`src/rtl/daq_pkg.sv`:
```
// Shared types and helpers for the multi-ADC acquisition packetizer.
package daq_pkg;

  typedef enum logic [3:0] {
    StIdle,
    StConv,
    StWaitBh,
    StWaitBl,
    StHdrPre,
    StHdrSeq,
    StRdLo,
    StRdHi,
    StCsum
  } daq_state_t;

  localparam logic [15:0] DefaultPreamble = 16'hAAAA;
  localparam int unsigned CsumW = 16;
  localparam logic [4:0] NoAdc = 5'd16;

  // Lowest set mask bit at or above 'from'; NoAdc when there is none.
  function automatic logic [4:0] next_adc(input logic [15:0] mask, input logic [4:0] from);
    logic [4:0] idx;
    idx = NoAdc;
    for (int i = 15; i >= 0; i--) begin
      if (mask[i] && (5'(i) >= from)) idx = 5'(i);
    end
    return idx;
  endfunction

endpackage

```
`src/rtl/daq_period_trig.sv`:
```
// Free-running period counter producing a one-cycle acquisition trigger.
module daq_period_trig #(
  parameter int unsigned PERIOD_W = 16
) (
  input  logic                clk_i,
  input  logic                reset_i,
  input  logic                en_i,
  input  logic [PERIOD_W-1:0] period_i,
  output logic                trig_o
);

  logic [PERIOD_W-1:0] cnt_q, cnt_d;
  logic                run;

  always_comb begin
    run    = en_i && (period_i != '0);
    // >= so a period shortened at runtime still fires instead of wrapping
    trig_o = run && (cnt_q >= (period_i - PERIOD_W'(1)));
    cnt_d  = '0;
    if (run && !trig_o) cnt_d = cnt_q + PERIOD_W'(1);
  end

  always_ff @(posedge clk_i) begin
    if (reset_i) cnt_q <= '0;
    else         cnt_q <= cnt_d;
  end

endmodule

```
`src/rtl/daq_packetizer_gen.sv`:
```
// Acquisition sequencer for NUM_ADC shared-bus converters, framing each conversion
// as preamble, sequence, samples and checksum on a valid/ready word stream.
module daq_packetizer_gen
  import daq_pkg::*;
#(
  parameter int unsigned NUM_ADC      = 8,
  parameter int unsigned CH_PER_ADC   = 8,
  parameter int unsigned DW           = CsumW,
  parameter logic [DW-1:0] PREAMBLE   = DW'(DefaultPreamble),
  parameter int unsigned PERIOD_W     = 16,
  parameter int unsigned CONV_LOW_CYC = 4,
  parameter int unsigned RD_LOW_CYC   = 2,
  parameter int unsigned RD_HIGH_CYC  = 2,
  parameter int unsigned BUSY_TIMEOUT = 4096
) (
  input  logic                clk_i,
  input  logic                reset_i,
  input  logic                en_i,
  input  logic [PERIOD_W-1:0] period_i,
  input  logic [NUM_ADC-1:0]  adc_mask_i,
  output logic                conv_o,
  input  logic                busy_i,
  output logic [NUM_ADC-1:0]  cs_o,
  output logic                rd_o,
  input  logic [DW-1:0]       db_i,
  output logic [DW-1:0]       pkt_data_o,
  output logic                pkt_valid_o,
  output logic                pkt_last_o,
  input  logic                pkt_ready_i,
  output logic [7:0]          overrun_cnt_o,
  output logic                timeout_err_o,
  output logic                active_o
);

  localparam int unsigned TW = $clog2(BUSY_TIMEOUT + CONV_LOW_CYC + RD_LOW_CYC + RD_HIGH_CYC + 1);

  daq_state_t         state_q, state_d;
  logic [TW-1:0]      tmr_q, tmr_d;
  logic [4:0]         adc_q, adc_d;
  logic [15:0]        ch_q, ch_d;
  logic [NUM_ADC-1:0] mask_q, mask_d;
  logic [DW-1:0]      seq_q, seq_d, csum_q, csum_d, data_q, data_d;
  logic               valid_q, valid_d, last_q, last_d, tmo_q, tmo_d;
  logic [7:0]         ovr_q, ovr_d;
  logic               trig, out_free, last_ch, cs_sel;
  logic [15:0]        mask_ext;
  logic [4:0]         nxt_first, nxt_after;

  daq_period_trig #(
    .PERIOD_W (PERIOD_W)
  ) u_trig (
    .clk_i    (clk_i),
    .reset_i  (reset_i),
    .en_i     (en_i),
    .period_i (period_i),
    .trig_o   (trig)
  );

  always_comb begin
    mask_ext              = '0;
    mask_ext[NUM_ADC-1:0] = mask_q;
    nxt_first             = next_adc(mask_ext, 5'd0);
    nxt_after             = next_adc(mask_ext, adc_q + 5'd1);
    // Output register is empty now or drains on this edge.
    out_free              = !valid_q || pkt_ready_i;
    last_ch               = (ch_q == 16'(CH_PER_ADC - 1));
  end

  always_comb begin
    state_d = state_q;
    tmr_d   = tmr_q;
    adc_d   = adc_q;
    ch_d    = ch_q;
    mask_d  = mask_q;
    seq_d   = seq_q;
    csum_d  = csum_q;
    data_d  = data_q;
    valid_d = valid_q && !pkt_ready_i;
    last_d  = last_q;
    tmo_d   = tmo_q;
    ovr_d   = ovr_q;

    if (trig && (state_q != StIdle) && (ovr_q != 8'hFF)) ovr_d = ovr_q + 8'd1;

    unique case (state_q)
      StIdle: begin
        if (trig) begin
          state_d = StConv;
          mask_d  = adc_mask_i;
          tmr_d   = '0;
        end
      end
      StConv: begin
        if (tmr_q == TW'(CONV_LOW_CYC - 1)) begin
          state_d = StWaitBh;
          tmr_d   = '0;
        end else begin
          tmr_d = tmr_q + TW'(1);
        end
      end
      StWaitBh: begin
        if (busy_i) begin
          state_d = StWaitBl;
          tmr_d   = '0;
        end else if (tmr_q == TW'(BUSY_TIMEOUT - 1)) begin
          tmo_d   = 1'b1;
          state_d = StIdle;
        end else begin
          tmr_d = tmr_q + TW'(1);
        end
      end
      StWaitBl: begin
        // Register is always empty here: the previous packet left only on acceptance.
        if (!busy_i) begin
          state_d = StHdrPre;
          valid_d = 1'b1;
          data_d  = PREAMBLE;
          last_d  = 1'b0;
        end else if (tmr_q == TW'(BUSY_TIMEOUT - 1)) begin
          tmo_d   = 1'b1;
          state_d = StIdle;
        end else begin
          tmr_d = tmr_q + TW'(1);
        end
      end
      StHdrPre: begin
        if (out_free) begin
          state_d = StHdrSeq;
          valid_d = 1'b1;
          data_d  = seq_q;
          csum_d  = seq_q;
        end
      end
      StHdrSeq: begin
        if (out_free) begin
          if (nxt_first != NoAdc) begin
            state_d = StRdLo;
            adc_d   = nxt_first;
            ch_d    = '0;
            tmr_d   = '0;
          end else begin
            state_d = StCsum;
            valid_d = 1'b1;
            data_d  = csum_q;
            last_d  = 1'b1;
          end
        end
      end
      StRdLo: begin
        if (tmr_q == TW'(RD_LOW_CYC - 1)) begin
          state_d = StRdHi;
          valid_d = 1'b1;
          data_d  = db_i;
          csum_d  = csum_q + db_i;
          tmr_d   = '0;
        end else begin
          tmr_d = tmr_q + TW'(1);
        end
      end
      StRdHi: begin
        if (tmr_q < TW'(RD_HIGH_CYC - 1)) begin
          tmr_d = tmr_q + TW'(1);
        end else if (out_free) begin
          tmr_d = '0;
          if (!last_ch) begin
            state_d = StRdLo;
            ch_d    = ch_q + 16'd1;
          end else if (nxt_after != NoAdc) begin
            state_d = StRdLo;
            adc_d   = nxt_after;
            ch_d    = '0;
          end else begin
            state_d = StCsum;
            valid_d = 1'b1;
            data_d  = csum_q;
            last_d  = 1'b1;
          end
        end
      end
      StCsum: begin
        if (valid_q && pkt_ready_i) begin
          state_d = StIdle;
          seq_d   = seq_q + DW'(1);
        end
      end
      default: state_d = StIdle;
    endcase
  end

  always_ff @(posedge clk_i) begin
    if (reset_i) begin
      state_q <= StIdle;
      tmr_q   <= '0;
      adc_q   <= '0;
      ch_q    <= '0;
      mask_q  <= '0;
      seq_q   <= '0;
      csum_q  <= '0;
      data_q  <= '0;
      valid_q <= 1'b0;
      last_q  <= 1'b0;
      tmo_q   <= 1'b0;
      ovr_q   <= '0;
    end else begin
      state_q <= state_d;
      tmr_q   <= tmr_d;
      adc_q   <= adc_d;
      ch_q    <= ch_d;
      mask_q  <= mask_d;
      seq_q   <= seq_d;
      csum_q  <= csum_d;
      data_q  <= data_d;
      valid_q <= valid_d;
      last_q  <= last_d;
      tmo_q   <= tmo_d;
      ovr_q   <= ovr_d;
    end
  end

  // Chip select drops during the final RD_HI of each ADC, leaving a gap between ADCs.
  always_comb begin
    cs_sel = (state_q == StRdLo) || ((state_q == StRdHi) && !last_ch);
    cs_o   = '1;
    for (int i = 0; i < NUM_ADC; i++) begin
      if (cs_sel && (adc_q == 5'(i))) cs_o[i] = 1'b0;
    end
  end

  assign conv_o        = (state_q != StConv);
  assign rd_o          = (state_q != StRdLo);
  assign pkt_data_o    = data_q;
  assign pkt_valid_o   = valid_q;
  assign pkt_last_o    = last_q;
  assign overrun_cnt_o = ovr_q;
  assign timeout_err_o = tmo_q;
  assign active_o      = (state_q != StIdle);

endmodule

```
`config.mk`:
```
export PLATFORM = sky130hd
export DESIGN_NAME = daq_packetizer_gen
export DESIGN_NICKNAME = d
export VERILOG_FILES = /design/src/rtl/daq_pkg.sv /design/src/rtl/daq_period_trig.sv /design/src/rtl/daq_packetizer_gen.sv
export SDC_FILE = /design/constraint.sdc
export NUM_CORES = 1
export LEC_CHECK = 0
export CORE_ASPECT_RATIO = 1.2
export CORE_MARGIN = 1.5
export CORE_UTILIZATION = 55
export DETAILED_ROUTE_END_ITERATION = 10
export PLACE_DENSITY = 0.8
export RECOVER_POWER = 100
export SYNTH_ARGS = -nofsm -noshare
export SYNTH_HDL_FRONTEND = slang
export SYNTH_SLANG_ARGS = --single-unit
```
`constraint.sdc`:
```
create_clock -name clk_i -period 4.6 [get_ports clk_i]
set_input_delay 0.69 -clock clk_i [delete_from_list [all_inputs] [get_ports clk_i]]
set_output_delay 0.69 -clock clk_i [all_outputs]
set_load 0.01 [all_outputs]
```
# After elaboration in Yosys (flattened, before gate mapping)
# Index checks and enable logic that the tools add are counted.
# word_totals
latchBits	0
output_inout_bits	38
ff_bits	121
ramBits	0
wordCells	223
n_memories	0
rom_bits	0
# op_classes
add_sub_neg	8
muxes	98
n_lt_le_gt_ge	10
div	0
shifts	0
multipliers	0
n_eq_ne	42
n_bitwise	1
n_reduce_logical	51
# ops
cell	count
16-bit 2-to-1 mux	16
13-bit 2-to-1 mux	10
5-bit 2-to-1 mux	22
13-bit one-hot mux with 7 select lines	1
16-bit one-hot mux with 5 select lines	1
16-bit one-hot mux with 2 select lines	2
4-bit 2-to-1 mux	14
16-bit by 1-bit adder with 16-bit output (second input constant)	3
4-bit one-hot mux with 9 select lines	1
2-bit != test (second input constant)	16
1-bit 2-to-1 mux	27
1-bit logical AND	24
5-bit by 3-bit equality test with 1-bit output (second input constant)	4
3-bit by 5-bit >= comparator with 1-bit output (first input constant)	4
16-bit adder	1
16-bit by 3-bit equality test with 1-bit output (second input constant)	1
4-bit by 3-bit equality test with 1-bit output (second input constant)	4
16-bit >= comparator	1
8-bit AND reduction	2
16-bit nonzero test	1
16-bit by 1-bit subtractor with 16-bit output (second input constant)	1
13-bit by 1-bit adder with 13-bit output (second input constant)	1
13-bit by 1-bit equality test with 1-bit output (second input constant)	1
13-bit by 12-bit equality test with 1-bit output (second input constant)	1
other kinds (36)	51

# Logic depth before layout (Yosys ltp)
# Gate-level depths: netlist of the first run.
# logic_depth
depth_word	17
mapped_depth	16

# Cells and area by module
# Synthesis of the first run repeated with hierarchy kept, for this count alone.
# hier_totals
cells_unflattened	964
hier_area_um2	7800.0
# by_module_without_submodules
module	cells_per_inst	n_inst	area_each_um2
daq_packetizer_gen	811	1	6470.0
daq_period_trig	153	1	1330.0

# Worst setup path before layout of the first run
# Ideal clock, no wire load.
# synth_path
path_kind	input-to-reg
start	input port period_i[7]
end	register ovr_q[4], in the netlist overrun_cnt_o[4]
setup_ns	0.121
setup_slack_ns	0.624
path_stages	13
n_path_buf	2
required_ns	4.479
t_arrival_ns	3.855
cell_sequence	or4_4 -> or4_4 -> nor3_1 -> xnor2_1 -> ha_1 -> nand4_1 -> or3_1 -> a21o_2 -> and2_4 -> buf_6 -> buf_8 -> nor4_2 -> mux2_4
# synth_between
elab_chain_cells	5
word_cells_on_any_way	7
cone_classes	add/sub: 1; order compare: 1; reduce/logical: 5
# synth_lines
item	line_no	source
start, declared	daq_packetizer_gen.sv:19	input logic [PERIOD_W-1:0] period_i,
16-bit by 1-bit subtractor with 16-bit output or 16-bit nonzero test (tied branches)	daq_period_trig.sv:18, daq_period_trig.sv:16	
16-bit >= comparator or 1-bit logical AND (tied branches)	daq_period_trig.sv:18, daq_period_trig.sv:16	
1-bit logical AND *	daq_period_trig.sv:18	trig_o = run && (cnt_q >= (period_i - PERIOD_W'(1)));
1-bit logical AND * (2 in series)	daq_packetizer_gen.sv:83	if (trig && (state_q != StIdle) && (ovr_q != 8'hFF)) ovr_d = ovr_q + 8'd1;
end signal, assigned	daq_packetizer_gen.sv:216	ovr_q <= ovr_d;
end, declared	daq_packetizer_gen.sv:44	logic [7:0] ovr_q, ovr_d;
# Every way passes the cells marked *; elsewhere a longest branch is shown, timed or not.
# A chain may end at the register's enable or synchronous reset.

# Worst setup path in the final report of the first run
# layout_path
start	input port period_i[8]
end	register tmr_q[8]
# layout_between
elab_chain_cells	5
word_cells_on_any_way	7
cone_classes	add/sub: 1; order compare: 1; eq/ne: 1; reduce/logical: 4
# layout_lines
item	line_no	source
16-bit by 1-bit subtractor with 16-bit output or 16-bit nonzero test (tied branches)	daq_period_trig.sv:18, daq_period_trig.sv:16	
16-bit >= comparator or 1-bit logical AND (tied branches)	daq_period_trig.sv:18, daq_period_trig.sv:16	
1-bit logical AND *	daq_period_trig.sv:18	
2-bit != test (no source line) *	--	
6-bit AND reduction (no source line) *	--	
end signal, assigned	daq_packetizer_gen.sv:206	tmr_q <= tmr_d;
end, declared	daq_packetizer_gen.sv:38	logic [TW-1:0] tmr_q, tmr_d;
# Marks and branches as above.

==> results.json, run 1 <==
{
  "postCtsSetupBuffers": 0,
  "cts_buffer_depth": 2,
  "fp-row-count": 46,
  "ant_nets": 0,
  "vias_per_cell": 6.04,
  "synth_edf_count": 0,
  "r2r_start": "adc_q[0]",
  "syn_nets": 1058,
  "netlist_area_sq_um": 7590,
  "multiInputGateArea_sq_um": 4870,
  "seqPwrFrac_pct": 44.1,
  "grt_pass1_wl_microns": 31700,
  "seq_area_frac_synth_pct": 31.7,
  "final_nets": 1128,
  "maxSlewViolCount": 0,
  "diodes": 0,
  "cts_max_level": 4,
  "yosysTopAreaCell": "dfxtp_1",
  "end_kind": "flip-flop",
  "avgSynthCellArea_sq_um": 7.83,
  "startpoint_type": "input port",
  "cp_slowest_cell": "or4_4",
  "p_leak_nw": 3.37,
  "antenna_found_initial": 0,
  "grt_overflow": 0,
  "via_count": 7351,
  "cts_resized": 0,
  "swShare_pct": 21.3,
  "cp.required_ns": 4.93,
  "hpwl_microns": 13200,
  "layout_common_cells": "nor2_1, dfxtp_1, nand2_1, a21oi_1",
  "startpoint": "period_i[8]",
  "grt_pass1_vias": 6798,
  "crit_family": "simple AND/OR/NAND/NOR gates",
  "critPathKind": "in -> reg",
  "yosys-top-cells-area": "dfxtp_1, ha_1, nor2_1",
  "fp.dieH_microns": 132,
  "drive_gt1_share_pct": 5.43,
  "drt_iter0_drc": 463,
  "syn_inst": 969,
  "rrSetupSlack_ns": 0.43,
  "initial_core_util_pct": 56.8,
  "cts_root_buffer": "clkbuf_16",
  "maxCapViolCount": 0,
  "finClkSkew_ns": 0.00571,
  "grt_use_total_pct": 27.0,
  "synth_seq_cells": 120,
  "fillCellCount": 1119,
  "gp_congestion": 0.867,
  "power_switching_mw": 0.504,
  "min_from": "pkt_data_o[0]",
  "fmax_mhz": 237,
  "status": "completed",
  "fin_crit_sh_pct": 91.9,
  "cpPeakStageDelay_ns": 0.56,
  "die_area_sq_um": 14500,
  "drcViolationCount": 0,
  "pwr-share-clk_pct": 51.0,
  "synth_top_area_share_pct": 31.7,
  "wl_microns": 18800,
  "clk_latency_ns": 0.42,
  "seqCellArea_sq_um": 2400,
  "rsz0062_at_grt": "false",
  "p_int_mw": 1.86,
  "min_path_type": "reg -> reg",
  "cts_tree": "done",
  "io_pins": 83,
  "crit_path_max_fanout": 14,
  "finalHoldViolations": 0,
  "die_w_microns": 110,
  "setup_violations": 0,
  "min_period_ns": 4.23,
  "crit_arrival_ns": 4.56,
  "clk_pin_slew_ns": 0.05,
  "ys.warnings.count": 0,
  "synthFlopType": "dfxtp_1",
  "holdWs_ns": 0.453,
  "maxSlewHeadroom_pct": 16.0,
  "tightest_slew_ns": 1.25,
  "power_frac_comb_pct": 5.0,
  "critPathBufInv": 2,
  "mostFrequentLayoutCell": "nor2_1",
  "async_reset_ff_share_pct": 0,
  "firstDrtPassIters": 5,
  "setup_tns_ns": 0,
  "numPortBuffers": 82,
  "core-area_sq_um": 13400,
  "cp_cell_sequence": "clkdlybuf4s50_1 > or4_4 > or4_4 > nor3_1 > xnor2_1 > ha_1 > nand4_1 > or3_1 > a21o_2 > a31oi_1 > clkbuf_1 > a41oi_1 > a211oi_1",
  "synth_cell_types": 71,
  "cts_hold_buf": 0,
  "cts_sinks": 120,
  "worst_path_most_repeated_cell": "or4_4",
  "grt_max_degree": 53,
  "wl_per_cell_microns": 15.5,
  "ir_drop_mv": 0.276,
  "numCtsBuffers": 17,
  "syn2layout_area_growth_pct": 19.1,
  "power_density_nw_per_um2": 262
}
metrics by stage:
stage | util [%] | power, mW | setup WS, ns | cell area (sq um) | instances
3_5_place_dp | 63.9 | 1.18 | 0.0487 | 8530 | 1188
5_1_grt | 67.7 | 2.44 | 0.146 | 9040 | 1217
2_1_floorplan | - | 1.12 | 0.624 | 7590 | 969
3_3_place_gp | 63.9 | 1.18 | 0.128 | 8530 | 1188
4_1_cts | 67.9 | 2.38 | 0.478 | 9060 | 1217
6_report | 67.7 | 2.37 | 0.372 | 9040 | 1217
cell families (layout without fill, tap and decap cells):
family / Yosys count / count (layout) / synth area share [%]
compound gates: 241 / 241 / 20.8
buf+inv: 73 / 153 / 4.01
fa+ha+maj: 44 / 44 / 7.35
flops: 120 / 120 / 31.7
xor+xnor: 65 / 65 / 7.50
simple gates: 404 / 404 / 25.7
mux: 22 / 22 / 3.03
worst paths after layout:
path	end	cells past startpoint
max	tmr_q[8]	13
min	pkt_data_o[0]	2
max reg2reg	pkt_data_o[13]	11
min reg2reg	pkt_data_o[0]	2
power by group through the flow:
stage          clock network, mW  registers, mW  logic (mW)
3_3_place_gp                   0           1.06       0.114
4_1_cts                     1.22           1.04       0.117
2_1_floorplan                  0           1.06      0.0565
6_report                    1.21           1.04       0.117
5_1_grt                     1.27           1.04       0.129
3_5_place_dp                   0           1.06       0.116
cells in the mapped netlist (6+ instances only):
master	count
nor2_1	122
dfxtp_1	120
nand2_1	107
a21oi_1	83
ha_1	43
o21ai_0	43
clkbuf_1	34
xor2_1	34
xnor2_1	31
nand3_1	28
nor3_1	27
inv_1	26
nor4_1	19
mux2i_1	17
and3_1	15
nor2b_1	15
a31oi_1	14
nand4_1	14
a211oi_1	12
a311oi_1	12
nand2b_1	11
o2111ai_1	11
or3_1	10
a21o_1	9
o221ai_1	9
and2_1	7
a211o_1	6
o211ai_1	6
registers in the layout, summed over array words and instances, names as in the netlist, 8 cells and up:
register,cells
u_trig.cnt_q,16
mask_q,8
overrun_cnt_o,8
seq_q,16
ch_q,16
tmr_q,13
pkt_data_o,16
csum_q,16
layout make-up:
class,count,share of cell area (%)
Multi-Input combinational cell,776,53.9
Clock inverter,3,0.166
Timing Repair Buffer,97,10.1
Inverter,27,1.12
Clock buffer,26,5.75
Sequential cell,120,26.6
Tap cell,168,2.33
tightest hold or removal path: stages (launching register included):
cell and delay [ns]:
dfxtp_1 0.30, nand2_1 0.05, a21oi_1 0.05
layer usage:
layer  GRT usage [%]  wire length [microns]  up-vias
li1                -                      -     3671
met1            33.8                   8140     3419
met2            44.5                   9110      226
met3            5.85                   1100       35
met4            10.4                    452        0
met5               0                      0        -
No activity file was read; power rests on OpenSTA's default activity.
==> run 2, diff against run 1 <==
Settings changed: ABC_CLOCK_PERIOD_IN_PS from default to 4600, SETUP_SLACK_MARGIN from default to 0.02, SKIP_LAST_GASP from default to 1.
==> results of run 2 <==
Same layout as run 1: the final DEF is identical, and so are final timing and power.
